--- src/rtl/rv_datapath_param.sv ---
// rv_datapath_param: parametrised multicycle RISC-V datapath (RV32/RV64, E/I).
// Holds PC, OldPC, IR, Data, A, WD, ALUOut and the register file. The
// multicycle control FSM drives the selects and enables.
// Ports:
//   clk, reset (async, active high).
//   RegWrite, IRWrite, PCWrite, MemWrite, AdrSrc, ResultSrc, ALUSrcA,
//   ALUSrcB, ImmSrc, ALUControl: control from the FSM.
//   Mem_RdData, Mem_Ready: memory read data and access-complete.
//   PC, Zero/Negative/Carry/Overflow, op/func3/func7b5: observed by the FSM.
//   Mem_Addr, Mem_WrData, Mem_ByteEn: memory request. Result, Stall.
module rv_datapath_param #(
    parameter int              XLEN     = 32,
    parameter int              NREGS    = 32,
    parameter logic [XLEN-1:0] RESET_PC = '0
) (
    input  logic              clk,
    input  logic              reset,
    input  logic              RegWrite,
    input  logic              IRWrite,
    input  logic              PCWrite,
    input  logic              MemWrite,
    input  logic              AdrSrc,
    input  logic [1:0]        ResultSrc,
    input  logic [1:0]        ALUSrcA,
    input  logic [1:0]        ALUSrcB,
    input  logic [2:0]        ImmSrc,
    input  logic [3:0]        ALUControl,
    input  logic [XLEN-1:0]   Mem_RdData,
    input  logic              Mem_Ready,
    output logic [XLEN-1:0]   PC,
    output logic              Zero,
    output logic              Negative,
    output logic              Carry,
    output logic              Overflow,
    output logic [6:0]        op,
    output logic [2:0]        func3,
    output logic              func7b5,
    output logic [XLEN-1:0]   Mem_Addr,
    output logic [XLEN-1:0]   Mem_WrData,
    output logic [XLEN/8-1:0] Mem_ByteEn,
    output logic [XLEN-1:0]   Result,
    output logic              Stall
);
    localparam int NB   = XLEN / 8;
    localparam int OFFW = $clog2(NB);
    localparam int SHW  = $clog2(XLEN);
    localparam int RIW  = $clog2(NREGS);
    localparam logic [5:0] NREGS_L = 6'(NREGS);

    logic [XLEN-1:0] pc_q, pc_d, oldpc_q, oldpc_d;
    logic [XLEN-1:0] data_q, data_d, a_q, a_d;
    logic [XLEN-1:0] wd_q, wd_d, aluout_q, aluout_d;
    logic [31:0]     ir_q, ir_d, ir_word;
    logic [XLEN-1:0] rf_q [NREGS];

    logic [4:0]      rs1, rs2, rd;
    logic [XLEN-1:0] rd1, rd2, srca, srcb, imm_ext, alu_res, load_ext;
    logic [31:0]     imm32, lsh;
    logic [XLEN-1:0] b_eff;
    logic [XLEN:0]   sum;
    logic [SHW-1:0]  shamt;
    logic [7:0]      lane8;
    logic            sub_op, rf_we;

    assign Stall   = ~Mem_Ready;
    assign PC      = pc_q;
    assign op      = ir_q[6:0];
    assign func3   = ir_q[14:12];
    assign func7b5 = ir_q[30];
    assign rs1     = ir_q[19:15];
    assign rs2     = ir_q[24:20];
    assign rd      = ir_q[11:7];

    // On RV64 the fetched word is the 32-bit half addressed by PC[2].
    if (XLEN == 64) begin : g_ir64
        assign ir_word = pc_q[2] ? Mem_RdData[63:32] : Mem_RdData[31:0];
    end else begin : g_ir32
        assign ir_word = Mem_RdData[31:0];
    end

    // x0 and indexes beyond the implemented file read as zero.
    always_comb begin
        rd1 = '0;
        rd2 = '0;
        if (rs1 != 5'd0 && {1'b0, rs1} < NREGS_L) rd1 = rf_q[rs1[RIW-1:0]];
        if (rs2 != 5'd0 && {1'b0, rs2} < NREGS_L) rd2 = rf_q[rs2[RIW-1:0]];
    end

    assign rf_we = RegWrite & Mem_Ready & (rd != 5'd0) & ({1'b0, rd} < NREGS_L);

    always_ff @(posedge clk) begin
        if (rf_we) rf_q[rd[RIW-1:0]] <= Result;
    end

    always_comb begin
        case (ImmSrc)
            3'b000:  imm32 = {{20{ir_q[31]}}, ir_q[31:20]};
            3'b001:  imm32 = {{20{ir_q[31]}}, ir_q[31:25], ir_q[11:7]};
            3'b010:  imm32 = {{19{ir_q[31]}}, ir_q[31], ir_q[7],
                              ir_q[30:25], ir_q[11:8], 1'b0};
            3'b011:  imm32 = {{11{ir_q[31]}}, ir_q[31], ir_q[19:12],
                              ir_q[20], ir_q[30:21], 1'b0};
            3'b100:  imm32 = {ir_q[31:12], 12'h000};
            default: imm32 = '0;
        endcase
        imm_ext = XLEN'($signed(imm32));
    end

    always_comb begin
        case (ALUSrcA)
            2'b00:   srca = pc_q;
            2'b01:   srca = oldpc_q;
            2'b10:   srca = a_q;
            default: srca = '0;
        endcase
        case (ALUSrcB)
            2'b00:   srcb = wd_q;
            2'b01:   srcb = imm_ext;
            2'b10:   srcb = XLEN'(4);
            default: srcb = '0;
        endcase
    end

    // Subtract is a + ~b + 1, so carry-out is the no-borrow flag and the
    // add overflow rule applies unchanged against the inverted operand.
    always_comb begin
        sub_op   = (ALUControl == 4'b0001);
        b_eff    = sub_op ? ~srcb : srcb;
        sum      = {1'b0, srca} + {1'b0, b_eff} + {{XLEN{1'b0}}, sub_op};
        shamt    = srcb[SHW-1:0];
        alu_res  = '0;
        Carry    = 1'b0;
        Overflow = 1'b0;
        case (ALUControl)
            4'b0000, 4'b0001: begin
                alu_res  = sum[XLEN-1:0];
                Carry    = sum[XLEN];
                Overflow = (srca[XLEN-1] == b_eff[XLEN-1]) &&
                           (sum[XLEN-1] != srca[XLEN-1]);
            end
            4'b0010: alu_res = srca & srcb;
            4'b0011: alu_res = srca | srcb;
            4'b0100: alu_res = srca ^ srcb;
            4'b0101: alu_res = XLEN'($signed(srca) < $signed(srcb));
            4'b0110: alu_res = XLEN'(srca < srcb);
            4'b0111: alu_res = srca << shamt;
            4'b1000: alu_res = srca >> shamt;
            4'b1001: alu_res = $signed(srca) >>> shamt;
            default: alu_res = '0;
        endcase
        Zero     = (alu_res == '0);
        Negative = alu_res[XLEN-1];
    end

    // Sub-word loads take lanes from the ALUOut offset, aligned or not.
    always_comb begin
        lsh = 32'(data_q >> {aluout_q[OFFW-1:0], 3'b000});
        case (func3)
            3'b000:  load_ext = XLEN'($signed(lsh[7:0]));
            3'b001:  load_ext = XLEN'($signed(lsh[15:0]));
            3'b010:  load_ext = XLEN'($signed(lsh));
            3'b100:  load_ext = XLEN'(lsh[7:0]);
            3'b101:  load_ext = XLEN'(lsh[15:0]);
            3'b110:  load_ext = XLEN'(lsh);
            default: load_ext = data_q;
        endcase
    end

    always_comb begin
        case (ResultSrc)
            2'b00:   Result = aluout_q;
            2'b01:   Result = load_ext;
            2'b10:   Result = alu_res;
            default: Result = imm_ext;
        endcase
    end

    assign Mem_Addr = AdrSrc ? Result : pc_q;

    always_comb begin
        case (func3[1:0])
            2'b00: begin
                Mem_WrData = {NB{wd_q[7:0]}};
                lane8      = 8'h01;
            end
            2'b01: begin
                Mem_WrData = {(NB/2){wd_q[15:0]}};
                lane8      = 8'h03;
            end
            2'b10: begin
                Mem_WrData = {(XLEN/32){wd_q[31:0]}};
                lane8      = 8'h0F;
            end
            default: begin
                Mem_WrData = wd_q;
                lane8      = 8'hFF;
            end
        endcase
        Mem_ByteEn = MemWrite ? (NB'(lane8) << Mem_Addr[OFFW-1:0]) : '0;
    end

    always_comb begin
        pc_d     = pc_q;
        oldpc_d  = oldpc_q;
        ir_d     = ir_q;
        data_d   = data_q;
        a_d      = a_q;
        wd_d     = wd_q;
        aluout_d = aluout_q;
        if (Mem_Ready) begin
            data_d   = Mem_RdData;
            a_d      = rd1;
            wd_d     = rd2;
            aluout_d = alu_res;
            if (PCWrite) pc_d = Result;
            if (IRWrite) begin
                oldpc_d = pc_q;
                ir_d    = ir_word;
            end
        end
    end

    always_ff @(posedge clk or posedge reset) begin
        if (reset) begin
            pc_q     <= RESET_PC;
            oldpc_q  <= '0;
            ir_q     <= '0;
            data_q   <= '0;
            a_q      <= '0;
            wd_q     <= '0;
            aluout_q <= '0;
        end else begin
            pc_q     <= pc_d;
            oldpc_q  <= oldpc_d;
            ir_q     <= ir_d;
            data_q   <= data_d;
            a_q      <= a_d;
            wd_q     <= wd_d;
            aluout_q <= aluout_d;
        end
    end
endmodule

--- config.mk ---
export PLATFORM = sky130hd
export DESIGN_NAME = rv_datapath_param
export DESIGN_NICKNAME = d
export VERILOG_FILES = /design/src/rtl/rv_datapath_param.sv
export SDC_FILE = /design/constraint.sdc
export NUM_CORES = 2
export LEC_CHECK = 0
export CAP_MARGIN = 20
export CORE_UTILIZATION = 30
export CTS_CLUSTER_DIAMETER = 30
export DETAILED_ROUTE_END_ITERATION = 10
export GPL_TIMING_DRIVEN = 0
export SKIP_CTS_REPAIR_TIMING = 1
export SLEW_MARGIN = 40
export SYNTH_ARGS = -nofsm -noshare
export SYNTH_HDL_FRONTEND = slang
export SYNTH_SLANG_ARGS = --single-unit
--- constraint.sdc ---
create_clock -name clk -period 8.15 [get_ports clk]
set_input_delay 0.815 -clock clk [delete_from_list [all_inputs] [get_ports clk]]
set_output_delay 0.815 -clock clk [all_outputs]
set_load 0.05 [all_outputs]
==> out/qor.yml <==
place:
  place.port_buffers: 193
  hpwlAfterDp_um: 267000
  gp_congestion: 1.02
  dpl.cell_count: 8166
  post_dp_cell_area_sq_um: 77600
  post-place-ws_ps: -3050
cts:
  clockRootBuffer: "clkbuf_16"
  cts-buffers-inserted: 306
  cts_buffer_depth: 4
  insertion_delay_ps: 990
  clk_pin_slew_ps: 40
  htree_num_levels: 5
  cts_tree: "built"
  numClockSinks: 1248
timing:
  rsz_0062_raised_after_global_routing: "yes"
  worst_slew_pin_slew_ps: 2000
  min_period_over_period_pct: 102
  final.setup.worst_slack_ps: -184
  tns_ps: -277
  report.final.setup_viol: 2
  final_period_minus_worst_setup_slack_ps: 8330
  whs_ps: 335
  worst_clock_skew_ps: 178
  timing.final.hold_violations: 0
  finalMaxSlewViolations: 6
  max_slew_margin_pct: -34.5
  max_freq_ghz: 0.120
layout:
  postLayoutCoreUtil_pct: 39.5
  number_of_standard_cells_in_the_final_layout_excluding_fillers: 8746
  fillers: 20700
  syn2layout_area_growth_pct: 30.9
  nNetsFinal: 5696
  layout-drive-gt1-share_pct: 32.0
  postLayoutCellArea_sq_um: 88800
routing:
  drt-pass1-iter-count: 9
  routedWlPerCell_um: 40.5
  drt-total-wl_um: 354000
  detailedRoute.firstIterationViolations: 7734
  dr_total_vias: 54100
  post_drt_via_cell_ratio: 6.18
  route.antenna.remaining_nets: 0
  drc_errors: 76
flow_run:
  drv.max_cap_violation_count: 2
worst_setup_path:
  slowest_stage: "clkdlybuf4s50_1"
  element_type_at_the_critical_path_start: "flop"
  critPathBufInv: 9
  worstPathRequired_ps: 7340
  crit_path_category: "flop to primary output"
  cpLargestDelayFamily: "buffers and inverters"
  cp_slowest_stage_delay_ps: 890
  critPathCaptureType: "primary output"
  path_max_fanout: 33
  timing.critical_path.from: "ir_q[7]"
  arrival_time_reported_for_the_critical_path_endpoint_ps: 7520
  reg2reg_from: "ir_q[7]"
  path_cells: "mux2i_2 > o31ai_4 > buf_12 > buf_4 > inv_4 > buf_2 > buf_2 > buf_6 > buf_4 > ha_1 > mux2i_1 > nor3_2 > a2111oi_4 > o221ai_2 > nand2_1 > nand3_1 > o21ai_2 > inv_4 > clkdlybuf4s50_1"
logic_synthesis:
  synth_largest_area_cell: "edfxtp_1"
  syn_avg_cell_area_sq_um: 14.1
  synth_area_sq_um: 67900
  yosysWarningCount: 0
  unique_cell_type_count_in_the_yosys_netlist: 91
  synth-edff-count: 1024
  cell_count_after_synthesis: 4809
  ys_seq_elements: 1248
  synth_async_sr_flop_share_pct: 17.9
  yosys-top-cells-count: "edfxtp_1, mux4_2, mux2i_1"
  dominantRegCellSynth: "edfxtp_1"
  synth.most_common_cell: "edfxtp_1"
  ys_top_cells_by_area: "edfxtp_1, mux4_2, dfrtp_1"
  synth_sequential_area_ratio_pct: 53.6
  area_share_of_the_largest_cell_type_after_synthesis_pct: 45.3
power:
  seqPwrFrac_pct: 28.0
  p_per_area_nw_per_um2: 318
  p_switching_mw: 9.88
  power_switching_share_pct: 35.0
  intPower_mw: 18.4
  clock_power_share_pct: 42.9
  power.total_mw: 28.2
  static-leakage-power_nw: 32.2
  p_comb_share_pct: 29.1
  irDropWorstVdd_mv: 0.268
floorplan:
  start_util_pct: 30.2
  die_height_um: 478
  die_w_um: 478
  placeableCoreArea_sq_um: 225000
  rows: 174
  die_area_sq_um: 228000
  number_of_top_level_pins: 201
worst_hold_path:
  worstHoldPathType: "primary input to async pin"
global_routing:
  antenna_found_initial: 30
  gr-usage-all-layers_pct: 30.0
  maximum_number_of_pins_on_one_net_before_global_route_repair: 70
  grt_overflow_total: 0
  global_route_wire_length_before_repair_um: 464000
  grt_pass1_vias: 52200
status:
  violations_in_the_final_reports: "DRC, capacitance limit, slew limit, setup timing"
  status: "finished, violations left"
-- power by group through the flow --
| stage | logic, mW | clock network [mW] | registers (mW) |
|---|---|---|---|
| finish | 8.22 | 12.1 | 7.89 |
| global route | 8.28 | 12.5 | 7.90 |
| CTS | 7.80 | 12.1 | 7.86 |
| detailed placement | 7.77 | 0 | 7.97 |
| global placement | 7.41 | 0 | 7.97 |
| floorplan | 3.93 | 0 | 7.88 |
-- state kept, by name (all words and copies together), names as in the netlist --
signal    flops
a_q          32
ir_q         32
rf_q       1024
oldpc_q      32
PC           32
data_q       32
wd_q         32
aluout_q     32
-- layer usage --
layer / vias to the layer above / global-route usage (%) / wire, um
li1: 20900 / - / -
met1: 28000 / 36.6 / 128000
met2: 4070 / 45.1 / 155000
met3: 1125 / 8.01 / 38100
met4: 16 / 23.4 / 32500
met5: - / 0 / 101
-- worst register-to-register path, cell delays in order (launching register included) --
cell	delay, ps
dfrtp_1	630
mux2i_2	470
o31ai_4	100
buf_12	160
buf_4	150
inv_4	220
buf_2	300
buf_2	390
buf_6	250
buf_4	310
ha_1	370
mux2i_1	240
mux2i_1	460
nand2_1	110
o21a_1	180
o311ai_1	640
nor3_2	80
buf_4	210
a211oi_4	210
buf_4	190
buf_4	230
buf_6	190
-- cell usage in the layout, fill, tap and decap left out, types with 135 or more instances in the layout --
| cell | n |
|---|---|
| o21ai_0 | 209 |
| mux2_2 | 175 |
| mux4_2 | 513 |
| inv_1 | 145 |
| mux2i_1 | 279 |
| clkbuf_1 | 177 |
| nor2_1 | 210 |
| a21oi_1 | 216 |
| clkdlybuf4s50_1 | 135 |
| edfxtp_1 | 1024 |
| clkbuf_16 | 310 |
| dfrtp_1 | 221 |
| nand2_1 | 255 |
-- cell families (layout without fill, tap and decap cells) --
group	count (synthesis)	after routing	share of synthesized area [%]
XOR/XNOR	56	56	0.750
flip-flops	1248	1248	53.6
AND/OR/NAND/NOR	740	740	4.84
other	1	47	0.00553
buffers and inverters	565	1462	3.35
adder cells (fa/ha/maj)	134	134	2.46
AO/OA/AOI/OAI	1078	1078	10.6
multiplexers	987	989	24.4
-- final cells by class --
type                            count  area (sq um)  area share [%]
Clock inverter                    168          2060            2.32
Inverter                          171           706           0.794
Buffer                            385          1930            2.17
Timing Repair Buffer              373          5090            5.73
Multi-Input combinational cell   3029         30800            34.7
Tap cell                         2992          3740            4.21
Sequential cell                  1248         36400            40.9
Clock buffer                      365          8080            9.10
Antenna cell                       15          37.5          0.0423
-- final timing paths --
check	slack, ps	end	cells after the start
worst min register to register	500	ir_q[2]	1
worst min-delay path	330	ir_q[5]	2
worst max-delay path	-180	Result[2]	19
min in group clk	500	ir_q[2]	1
max in group asynchronous	6320	PC[29]	5
worst max register to register	1910	rf_q[14][30]	21
(Power assumes the default switching activity.)
